## src/rtl/din_debouncer_pkg.sv

```systemverilog
// Shared types and constants for the din_debouncer input-conditioning block.
package din_debouncer_pkg;

    typedef enum logic [1:0] {
        S_LOW       = 2'b00,
        S_RISE_WAIT = 2'b01,
        S_HIGH      = 2'b10,
        S_FALL_WAIT = 2'b11
    } state_t;

    localparam int STABLE_CYCLES_MIN = 2;

    // Wait states are exactly the encodings with bit 0 set.
    function automatic logic is_wait_state(input state_t st);
        return st[0];
    endfunction

endpackage

```

## src/rtl/sync_2ff.sv

```systemverilog
// Two-flop synchronizer for an asynchronous single-bit input, reset to 0.
module sync_2ff (
    input  logic clk,
    input  logic reset,
    input  logic d,
    output logic q
);

    logic r_meta;
    logic r_sync;

    // Two-stage capture of the asynchronous input.
    always_ff @(posedge clk or negedge reset) begin
        if (!reset) begin
            r_meta <= 1'b0;
            r_sync <= 1'b0;
        end else begin
            r_meta <= d;
            r_sync <= r_meta;
        end
    end

    assign q = r_sync;

endmodule

```

## src/rtl/din_debouncer.sv

```systemverilog
// Debounces a raw one-bit input into a clean level plus rise/fall strobes.
// Optional input synchronizer enabled by defining DIN_DEBOUNCER_SYNC_EN.
module din_debouncer
    import din_debouncer_pkg::*;
#(
    parameter  int STABLE_CYCLES = 4,
    localparam int CNT_W         = $clog2(STABLE_CYCLES + 1)
) (
    input  logic clk,
    input  logic reset,
    input  logic d_in,
    output logic q,
    output logic not_q,
    output logic rise,
    output logic fall,
    output logic busy
);

    localparam logic [CNT_W-1:0] CNT_ZERO = {CNT_W{1'b0}};
    localparam logic [CNT_W-1:0] CNT_ONE  = CNT_W'(1);
    localparam logic [CNT_W-1:0] CNT_LAST = CNT_W'(STABLE_CYCLES - 1);

    logic             w_s;
    state_t           r_state;
    state_t           w_state_nxt;
    logic [CNT_W-1:0] r_cnt;
    logic [CNT_W-1:0] w_cnt_nxt;
    logic             r_q;
    logic             w_q_nxt;
    logic             r_rise;
    logic             w_rise_nxt;
    logic             r_fall;
    logic             w_fall_nxt;
    logic             r_busy;

`ifdef DIN_DEBOUNCER_SYNC_EN
    sync_2ff u_sync (
        .clk   (clk),
        .reset (reset),
        .d     (d_in),
        .q     (w_s)
    );
`else
    assign w_s = d_in;
`endif

    // State, counter and registered outputs.
    always_ff @(posedge clk or negedge reset) begin
        if (!reset) begin
            r_state <= S_LOW;
            r_cnt   <= CNT_ZERO;
            r_q     <= 1'b0;
            r_rise  <= 1'b0;
            r_fall  <= 1'b0;
            r_busy  <= 1'b0;
        end else begin
            r_state <= w_state_nxt;
            r_cnt   <= w_cnt_nxt;
            r_q     <= w_q_nxt;
            r_rise  <= w_rise_nxt;
            r_fall  <= w_fall_nxt;
            r_busy  <= is_wait_state(w_state_nxt);
        end
    end

    // Next-state: any return to the old level drops the candidate outright.
    always_comb begin
        w_state_nxt = r_state;
        w_cnt_nxt   = CNT_ZERO;
        w_q_nxt     = r_q;
        w_rise_nxt  = 1'b0;
        w_fall_nxt  = 1'b0;
        case (r_state)
            S_LOW: begin
                if (w_s) begin
                    w_state_nxt = S_RISE_WAIT;
                    w_cnt_nxt   = CNT_ONE;
                end else begin
                    w_state_nxt = S_LOW;
                end
            end
            S_RISE_WAIT: begin
                if (!w_s) begin
                    w_state_nxt = S_LOW;
                end else if (r_cnt == CNT_LAST) begin
                    w_state_nxt = S_HIGH;
                    w_q_nxt     = 1'b1;
                    w_rise_nxt  = 1'b1;
                end else begin
                    w_cnt_nxt   = r_cnt + CNT_ONE;
                end
            end
            S_HIGH: begin
                if (!w_s) begin
                    w_state_nxt = S_FALL_WAIT;
                    w_cnt_nxt   = CNT_ONE;
                end else begin
                    w_state_nxt = S_HIGH;
                end
            end
            S_FALL_WAIT: begin
                if (w_s) begin
                    w_state_nxt = S_HIGH;
                end else if (r_cnt == CNT_LAST) begin
                    w_state_nxt = S_LOW;
                    w_q_nxt     = 1'b0;
                    w_fall_nxt  = 1'b1;
                end else begin
                    w_cnt_nxt   = r_cnt + CNT_ONE;
                end
            end
            default: begin
                w_state_nxt = S_LOW;
                w_q_nxt     = 1'b0;
            end
        endcase
    end

    assign q     = r_q;
    assign not_q = ~r_q;
    assign rise  = r_rise;
    assign fall  = r_fall;
    assign busy  = r_busy;

endmodule

```

## config.mk

```make
export PLATFORM = sky130hd
export DESIGN_NAME = din_debouncer
export DESIGN_NICKNAME = d
export VERILOG_FILES = /design/src/rtl/din_debouncer_pkg.sv /design/src/rtl/sync_2ff.sv /design/src/rtl/din_debouncer.sv
export SDC_FILE = /design/constraint.sdc
export NUM_CORES = 1
export LEC_CHECK = 0
export CAP_MARGIN = 5
export CELL_PAD_IN_SITES_DETAIL_PLACEMENT = 0
export CELL_PAD_IN_SITES_GLOBAL_PLACEMENT = 1
export CORE_AREA = 10 10 47 49
export CTS_CLUSTER_DIAMETER = 80
export DETAILED_ROUTE_END_ITERATION = 16
export DIE_AREA = 0 0 57 59
export PLACE_DENSITY = 0.62
export SLEW_MARGIN = 30
export SYNTH_ARGS = -nofsm -noshare
export SYNTH_HDL_FRONTEND = slang
export SYNTH_SLANG_ARGS = --single-unit
```

## constraint.sdc

```tcl
create_clock -name clk -period 3.6 [get_ports clk]
set_input_delay 0.72 -clock clk [delete_from_list [all_inputs] [get_ports clk]]
set_output_delay 0.72 -clock clk [all_outputs]
set_load 0.1 [all_outputs]
```

-- Word level (Yosys, flattened, before mapping)
Index checks and enable logic that the tools add are counted.
- bits in registers: 8
- input bits: 3
- output and inout port bits: 5
- logic and storage cells: 45
- add/subtract/negate cells: 1
- equality and inequality tests: 10
- multiplexer cells: 23
- bitwise gates (word level): 1
- reductions and logical operators: 4
- operator list (cell ; count):
    $mux W1 ; 13
    $pmux W3 S4 ; 1
    $mux W3 ; 3
    $mux W2 ; 4
    $ne A2 B2 Y1 const B ; 4
    $pmux W2 S4 ; 1
    $ne A3 B3 Y1 const B ; 2
    $reduce_and A5 Y1 ; 1
    $eq A2 B2 Y1 const B ; 2
    $add A3 B1 Y3 const B ; 1
    $eq A3 B2 Y1 const B ; 1
    $eq A2 B1 Y1 const B ; 1
    $logic_not A2 Y1 ; 1
    $pmux W1 S2 ; 1
    $reduce_and A2 Y1 ; 1
    $reduce_bool A2 Y1 ; 1
    $not A1 Y1 ; 1

-- Longest topological paths before layout
Gate-level depths: netlist of the first run.
- depth in word-level cells: 4
- mapped depth: 4
- depth with buffers taken out: 4

-- Least setup slack after synthesis of the first run
Ideal clock, no wire load.
- path kind: register -> output
- start point: register r_q, in the netlist q
- end point: output not_q
- arrival time: 1.597 ns
- data required time: 2.880 ns
- slack: 1.283 ns
- stages on the path, launching flop included: 2
- buffers on the path: 0
- cells stage by stage: dfrtp_1 inv_1
- longest elaborated chain between the ends: 1
- RTL lines (what ; RTL line ; source):
    from (decl) ; din_debouncer.sv:28 ; logic r_q;
    from (signal assigned) ; din_debouncer.sv:59 ; r_q <= w_q_nxt;
    $not A1 Y1 ; din_debouncer.sv:120 ; assign not_q = ~r_q;
    to (decl) ; din_debouncer.sv:13 ; output logic not_q,
No other way between the ends.

-- Worst setup path after layout of the first run
Same ends and word-level chain as after synthesis.

==> flow_summary.toml, run 1 <==
[clocking]
clk_path_buf_depth = 2
ctsResizeCount = 0
clkSinkCount = 8
cts-root-buf = "clkbuf_4"
insertion_delay_ps = 250
cts-htree-levels = 1
numCtsBuffers = 3
cts_setup_buffers = 0
ctsHoldBuffers = 0
cts_tree = "built"
clk_pin_slew_ps = 60

[power_and_ir_drop]
ir_drop_v = 0.000278
p_leak_nw = 0.196
power_density_mw_per_mm2 = 793

[cells_and_area]
regArea_um2 = 200
antenna_cells = 0
nNetsFinal = 41
mostFrequentLayoutCells = "dfrtp_1 (8), clkdlybuf4s50_1 (7), o21ai_0 (3), clkbuf_4 (3)"
areaGrowthSynthToFinish_pct = 34.0
final_cells = 51
utilization_pct = 31.7
n_fill_cell = 151
drive_above_1_share_pct = 22.9
multi_input_area_um2 = 128
final_common_cell = "dfrtp_1"

[hold_path]
holdCritPathClass = "flip-flop to flip-flop"

[die]
dieArea_mm2 = 0.00336
start_util_pct = 23.7
core_mm2 = 0.00140
dieHeight_um = 59
rows = 14
die_width_um = 57
io_pins = 8

[drt]
ant_nets = 0
vias = 212
viasPerCell = 4.16
first_iter_violations = 3
drt_wl_total_um = 693
drc = 0
routedWlPerCell_um = 13.6
first_pass_iters = 4

[sta]
setup_tns_ps = 0
fmax_ghz = 0.391
slew_violations = 0
period_share_pct = 71.1
grt_setup_unrepaired = "false"
tightest_slew_ps = 990
final.setup_skew_ps = 5.98
hold_viol = 0
setup_viol = 0
period_minus_slack_ps = 2560
slew_headroom_pct = 33.8

[global_route]
antenna_found_initial = 0
grt-ovfl-total = 0
grt_pass1_vias = 288
grt_first_pass_wirelength_um = 1210
grt_max_degree = 9
grtUsageTotal_pct = 4.95

[worst_setup_path]
required_ps = 2880
critPathMaxFanout = 4
cp-end-kind = "primary output"
worstPathArrival_ps = 1840
crit_type = "flip-flop to primary output"
critPathLaunchType = "flip-flop"

[synthesis]
syn_nets = 29
synth-seq-cells = 8
syn_area_per_cell_um2 = 13.3
seq_area_frac_synth_pct = 60.4
syn-cell-area_um2 = 332
yosysUniqueCellTypes = 13
syn_inst = 25
yosys_warnings = 0

[placement]
placedCellCount = 48
io_buffers = 7
gp_congestion = 0.703

[run]
maxCapViolCount = 0

[outcome]
status = "complete, no violations"
==> report_power, final <==
group,switching [W],internal [W],total [W]
Sequential,0.0000217,0.000115,0.000136
Clock,0.0000287,0.0000380,0.0000667
Combinational,0.0000983,0.0000509,0.000149
Total,0.000149,0.000203,0.000352
==> final timing paths <==
kind	start	endpoint	slack [ps]	depth (start not counted)
max	q	not_q	1040	2
min	flip-flop	rise	520	1
max reg2reg	r_cnt[0]	flip-flop	2320	3
min reg2reg	flip-flop	rise	520	1
max in group asynchronous	reset	r_state[0]	2590	1
min in group asynchronous	reset	q	740	1
==> critical path: stages (launching register included) <==
cell	delay, ps
dfrtp_1	400
inv_1	60
clkdlybuf4s50_1	1130
==> logic make-up (layout without fill, tap and decap cells) <==
family | count (synthesis) | count (layout) | synth area share, %
compound gates | 4 | 4 | 6.41
buf+inv | 1 | 11 | 1.13
flops | 8 | 8 | 60.4
xor+xnor | 1 | 1 | 2.64
mux | 1 | 1 | 3.40
simple gates | 9 | 9 | 22.3
fa+ha+maj | 1 | 1 | 3.77
==> cell usage after synthesis <==
master    count  share of area (%)
dfrtp_1       8                 60
inv_1         1                1.1
a31oi_1       1                1.9
xor2_1        1                2.6
and2b_1       1                2.3
o21ai_0       3                4.5
nor3b_1       2                4.5
and2_2        2                4.5
nor3b_2       2                7.5
nand2_1       1                1.1
nand3b_1      1                2.3
ha_1          1                3.8
mux2_2        1                3.4
==> cell type report <==
| cell class | instances | share of cell area, % |
|---|---|---|
| clock buffers | 3 | 5.07 |
| inverters | 1 | 0.845 |
| multi-input cells | 16 | 28.7 |
| flip-flops and latches | 8 | 45.1 |
| well taps | 16 | 4.51 |
| repair buffers | 7 | 15.8 |
==> per-layer routing <==
| layer | track usage, % | share of wire, % | up-vias |
|---|---|---|---|
| met4 | 5.03 | 0.87 | 0 |
| met5 | 0 | 0 | - |
| met2 | 8.37 | 59 | 2 |
| met3 | 2.58 | 3.2 | 2 |
| li1 | - | - | 106 |
| met1 | 3.96 | 36 | 102 |
==> per-stage QoR <==
step	power, W	hold WS (ps)	instance area (µm²)	worst slack, ps
floorplan	0.000248	424	332	1280
global placement	0.000281	491	422	1320
detailed placement	0.000290	510	422	1300
CTS	0.000359	517	444	1020
global route	0.000378	540	444	975
finish	0.000352	517	444	1040
No activity file was read; power rests on OpenSTA's default activity.
==> run 2, diff against run 1 <==
==> constraint.sdc (replaced) <==
create_clock -name clk -period 2.57 [get_ports clk]
set_input_delay 0.514 -clock clk [delete_from_list [all_inputs] [get_ports clk]]
set_output_delay 0.514 -clock clk [all_outputs]
set_load 0.1 [all_outputs]
==> run 2 against run 1 <==
  * Sequential power grew 39%
  * Sequential cell count is the same
  * Wire length shrank 15%
  * Core utilization shrank 0.89 points
  * Total power grew 37%
  * Clock power grew 39%
  * Global-route usage shrank 1.0 points
  * Clock-buffer cell count is the same
  * Worst hold slack gained 1.8 ps
  * Clock skew shrank 5.4 ps
  * Via count grew 2.4%
  * Register-to-register slack lost 1000 ps
  * Critical path type unchanged
  * Largest cell class unchanged
==> flow_summary.toml, run 2 (synthesized netlist as in run 1, its figures left out) <==
[die]
core_mm2 = 0.00140
die_width_um = 57
start_util_pct = 23.7
rows = 14
io_pins = 8
dieArea_mm2 = 0.00336
dieHeight_um = 59

[worst_setup_path]
r2r_cells = 3
critPathMaxFanout = 4
worstPathArrival_ps = 980
cp-end-kind = "primary output"
crit_type = "flip-flop to primary output"
r2r_start = "r_cnt[0]"
r2r_slack_ps = 1280
critPathLaunchType = "flip-flop"
required_ps = 2060

[sta]
period_minus_slack_ps = 1500
fmax_ghz = 0.668
tightest_slew_ps = 363
final.setup_skew_ps = 0.620
hold_viol = 0
slew_violations = 0
setup_viol = 0
grt_setup_unrepaired = "false"
setup_tns_ps = 0
period_share_pct = 58.2
worst_slack_ps = 1070
slew_headroom_pct = 75.7

[drt]
drc = 0
ant_nets = 0
routedWlPerCell_um = 11.5
viasPerCell = 4.25
drt_wl_total_um = 587
first_pass_iters = 2
vias = 217
first_iter_violations = 2

[run]
maxCapViolCount = 0

[clocking]
ctsHoldBuffers = 0
cts-htree-levels = 1
ctsResizeCount = 0
clk_pin_slew_ps = 50
numCtsBuffers = 3
clkSinkCount = 8
cts_setup_buffers = 0
insertion_delay_ps = 240
clk_path_buf_depth = 2
cts_tree = "built"
cts-root-buf = "clkbuf_4"

[cells_and_area]
antenna_cells = 0
mostFrequentLayoutCells = "dfrtp_1 (8), buf_4 (5), o21ai_0 (3), clkbuf_4 (3)"
final_cells = 51
regArea_um2 = 200
final_common_cell = "dfrtp_1"
multi_input_area_um2 = 128
areaGrowthSynthToFinish_pct = 30.2
n_fill_cell = 155
drive_above_1_share_pct = 37.1
nNetsFinal = 41

[power_and_ir_drop]
p_comb_share_pct = 41.6
netSwitchingFraction_pct = 42.3
power_density_mw_per_mm2 = 1120
clockPowerShare_pct = 19.2
p_seq_share_pct = 39.2
p_switching_w = 0.000204
p_int_w = 0.000279
p_leak_nw = 0.202
ir_drop_v = 0.000290

[outcome]
status = "complete, no violations"

[global_route]
grt_first_pass_wirelength_um = 1040
grt-ovfl-total = 0
grt_pass1_vias = 233
grtUsageTotal_pct = 3.91
antenna_found_initial = 0
grt_max_degree = 9

[placement]
gp_congestion = 0.712
io_buffers = 7
dp_hpwl_um = 470
pre_cts_ws_ps = 843
placedCellCount = 48

[hold_path]
holdCritPathClass = "flip-flop to flip-flop"
worstHoldPathCells = 1
hold_path_end = "rise"
==> run 2: changes by cell type in the layout (fill, tap and decap cells not counted) <==
cell             delta
buf_4               +5
clkdlybuf4s50_1     -5
==> run 2: how the worst max path moves through the flow <==
stage,from,to,depth (start not counted)
floorplan,q,not_q,1
global placement,d_in,r_cnt[2],4
detailed placement,d_in,r_cnt[2],4
CTS,q,not_q,2
global route,d_in,r_cnt[2],4
finish,q,not_q,2
==> run 2: metrics by stage <==
| step | utilization [%] | total power (W) | cell area (µm²) | hold WS, ps |
|---|---|---|---|---|
| floorplan | - | 0.000347 | 332 | 218 |
| global placement | 29.2 | 0.000389 | 409 | 490 |
| detailed placement | 29.2 | 0.000397 | 409 | 502 |
| CTS | 30.8 | 0.000490 | 432 | 508 |
| global route | 30.8 | 0.000516 | 432 | 538 |
| finish | 30.8 | 0.000483 | 432 | 519 |
==> run 2: layout make-up <==
cell class              instances  area share, %
multi-input cells              16           29.6
repair buffers                  7           13.3
inverters                       1          0.870
clock buffers                   3           5.22
well taps                      16           4.64
flip-flops and latches          8           46.4
==> run 2: power by group through the flow <==
stage	registers, W	logic (W)	clock network, W
after detailed placement	0.000192	0.000205	0
final	0.000189	0.000201	0.0000926
after global routing	0.000194	0.000216	0.000106
after global placement	0.000189	0.000200	0
after floorplan	0.000263	0.0000843	0
after CTS	0.000189	0.000205	0.0000960
==> run 2: critical path, stage by stage, from the launching register on <==
cell	delay [ps]
dfrtp_1	400
inv_1	60
buf_4	280
==> run 2: per-layer routing <==
layer / vias to the layer above / track usage [%] / part of all wire (%)
li1: 111 / - / -
met1: 104 / 3.97 / 42
met2: 2 / 6.05 / 54
met3: 0 / 1.93 / 3.1
met4: 0 / 3.02 / 0
met5: - / 0 / 0
==> run 3, diff against run 2 <==
--- a/config.mk
+++ b/config.mk
@@ -12,7 +12,7 @@
 export CTS_CLUSTER_DIAMETER = 80
 export DETAILED_ROUTE_END_ITERATION = 16
 export DIE_AREA = 0 0 57 59
-export PLACE_DENSITY = 0.62
+export PLACE_DENSITY = 0.64
 export SLEW_MARGIN = 30
 export SYNTH_ARGS = -nofsm -noshare
 export SYNTH_HDL_FRONTEND = slang
==> constraint.sdc (replaced) <==
create_clock -name clk -period 1.35 [get_ports clk]
set_input_delay 0.27 -clock clk [delete_from_list [all_inputs] [get_ports clk]]
set_output_delay 0.27 -clock clk [all_outputs]
set_load 0.1 [all_outputs]
==> run 3 against run 2 <==
  * Register-to-register slack got worse by 1100 ps
  * Sequential cell count did not move
  * Critical endpoint unchanged
  * Setup slack got worse by 950 ps
  * Clock skew barely moved
  * Via count rose by 3.7%
  * Sequential share of layout area fell by 7.1 points
  * Global-route usage rose by 1.0 points
  * Largest cell class unchanged
  * Largest power group unchanged
  * Critical path depth did not move
==> flow_summary.toml, run 3 (synthesized netlist as in run 1, its figures left out) <==
[drt]
wl_met3_um = 25
drc = 0
routedWlPerCell_um = 12.6
ant_nets = 0
vias = 225
first_pass_iters = 1
wl_met2_um = 388
highest_layer = "met3"
drt_wl_total_um = 669
first_iter_violations = 0
drt-met1-wl_um = 255
viasPerCell = 4.25

[placement]
placed_cell_area_um2 = 493
pre_cts_ws_ps = -56.8
placedCellCount = 50
io_buffers = 7
gp_congestion = 0.709
dp_hpwl_um = 552

[worst_setup_path]
worstPathCellList = "clkinvlp_4 > buf_12"
worstPathArrival_ps = 950
slowest_stage = "dfrtp_2"
r2r_cells = 3
required_ps = 1080
critPathMaxFanout = 4
cp-end-kind = "primary output"
r2r_start = "r_cnt[0]"
critPathLaunchType = "flip-flop"
crit_type = "flip-flop to primary output"
worstSetupStartpoint = "q"
max_stage_delay_ps = 420

[die]
rows = 14
io_pins = 8
dieHeight_um = 59
core_mm2 = 0.00140
die_width_um = 57
dieArea_mm2 = 0.00336
start_util_pct = 23.7

[run]
maxCapViolCount = 0

[cells_and_area]
final_common_cell = "dfrtp_1"
drive_above_1_share_pct = 48.6
postLayoutCellArea_um2 = 515
mostFrequentLayoutCells = "dfrtp_1 (6), buf_12 (5), o21ai_0 (3), clkbuf_4 (3)"
nNetsFinal = 43
areaGrowthSynthToFinish_pct = 55.5
final_cells = 53
antenna_cells = 0

[clocking]
cts_setup_buffers = 0
cts_tree = "built"
ctsHoldBuffers = 0
cts-htree-levels = 1
insertion_delay_ps = 250
clk_pin_slew_ps = 50
cts-root-buf = "clkbuf_4"
ctsResizeCount = 0
numCtsBuffers = 3
clkSinkCount = 8
clk_path_buf_depth = 2

[power_and_ir_drop]
power_density_mw_per_mm2 = 1970
clockPowerShare_pct = 17.5
p_comb_share_pct = 45.3
power_w = 0.00101
p_int_w = 0.000604
p_leak_nw = 0.219
netSwitchingFraction_pct = 40.5
p_switching_w = 0.000411
p_seq_share_pct = 37.2
ir_drop_v = 0.000926

[sta]
setup_viol = 0
slew_headroom_pct = 75.5
slew_violations = 0
hold_viol = 0
whs_ps = 301
period_share_pct = 90.7
tightest_slew_ps = 366
worst_slack_ps = 125
grt_setup_unrepaired = "false"
fmax_ghz = 0.816
final.setup_skew_ps = 0.268
period_minus_slack_ps = 1220

[hold_path]
holdCritPathClass = "input pin to async pin"

[global_route]
grt_first_pass_wirelength_um = 1250
grt_pass1_vias = 296
grt_max_degree = 9
grt-ovfl-total = 0
grtUsageTotal_pct = 4.94
antenna_found_initial = 0

[outcome]
status = "complete, no violations"
run 3: metrics by stage:
step	setup TNS, ps	util [%]
after floorplan	-209	-
after global placement	-8.12	35.2
after detailed placement	-81.7	35.2
after CTS	0	36.8
after global routing	0	36.8
final	0	36.8
run 3: final timing paths:
kind	end	slack, ps
setup / recovery	not_q	130
hold / removal	r_cnt[0]	300
max in group asynchronous	q	760
min in group clk	rise	520
hold reg to reg	rise	520
setup reg to reg	flip-flop	150
run 3: area by class of cell:
class                   count  area (µm²)
well taps                  16        20.0
fillers                   142         886
clock buffers               3        22.5
inverters                   1        7.51
multi-input cells          16         128
repair buffers              9         135
flip-flops and latches      8         203
run 3: critical path, delay by kind of cell (launching register included):
family	cells	cell delay, ps
flops	1	420
buf+inv	2	280
run 3: metal layers:
layer,up-vias,global-route usage [%]
li1,113,-
met1,109,4.07
met2,3,8.68
met3,0,2.58
met4,0,4.03
met5,-,0
run 3: power by group through the flow:
stage	clock network, W	registers, W	logic, W
after global routing	0.000194	0.000388	0.000488
final	0.000178	0.000377	0.000459
after CTS	0.000185	0.000378	0.000467
after floorplan	0	0.000507	0.000161
after global placement	0	0.000376	0.000451
after detailed placement	0	0.000382	0.000465
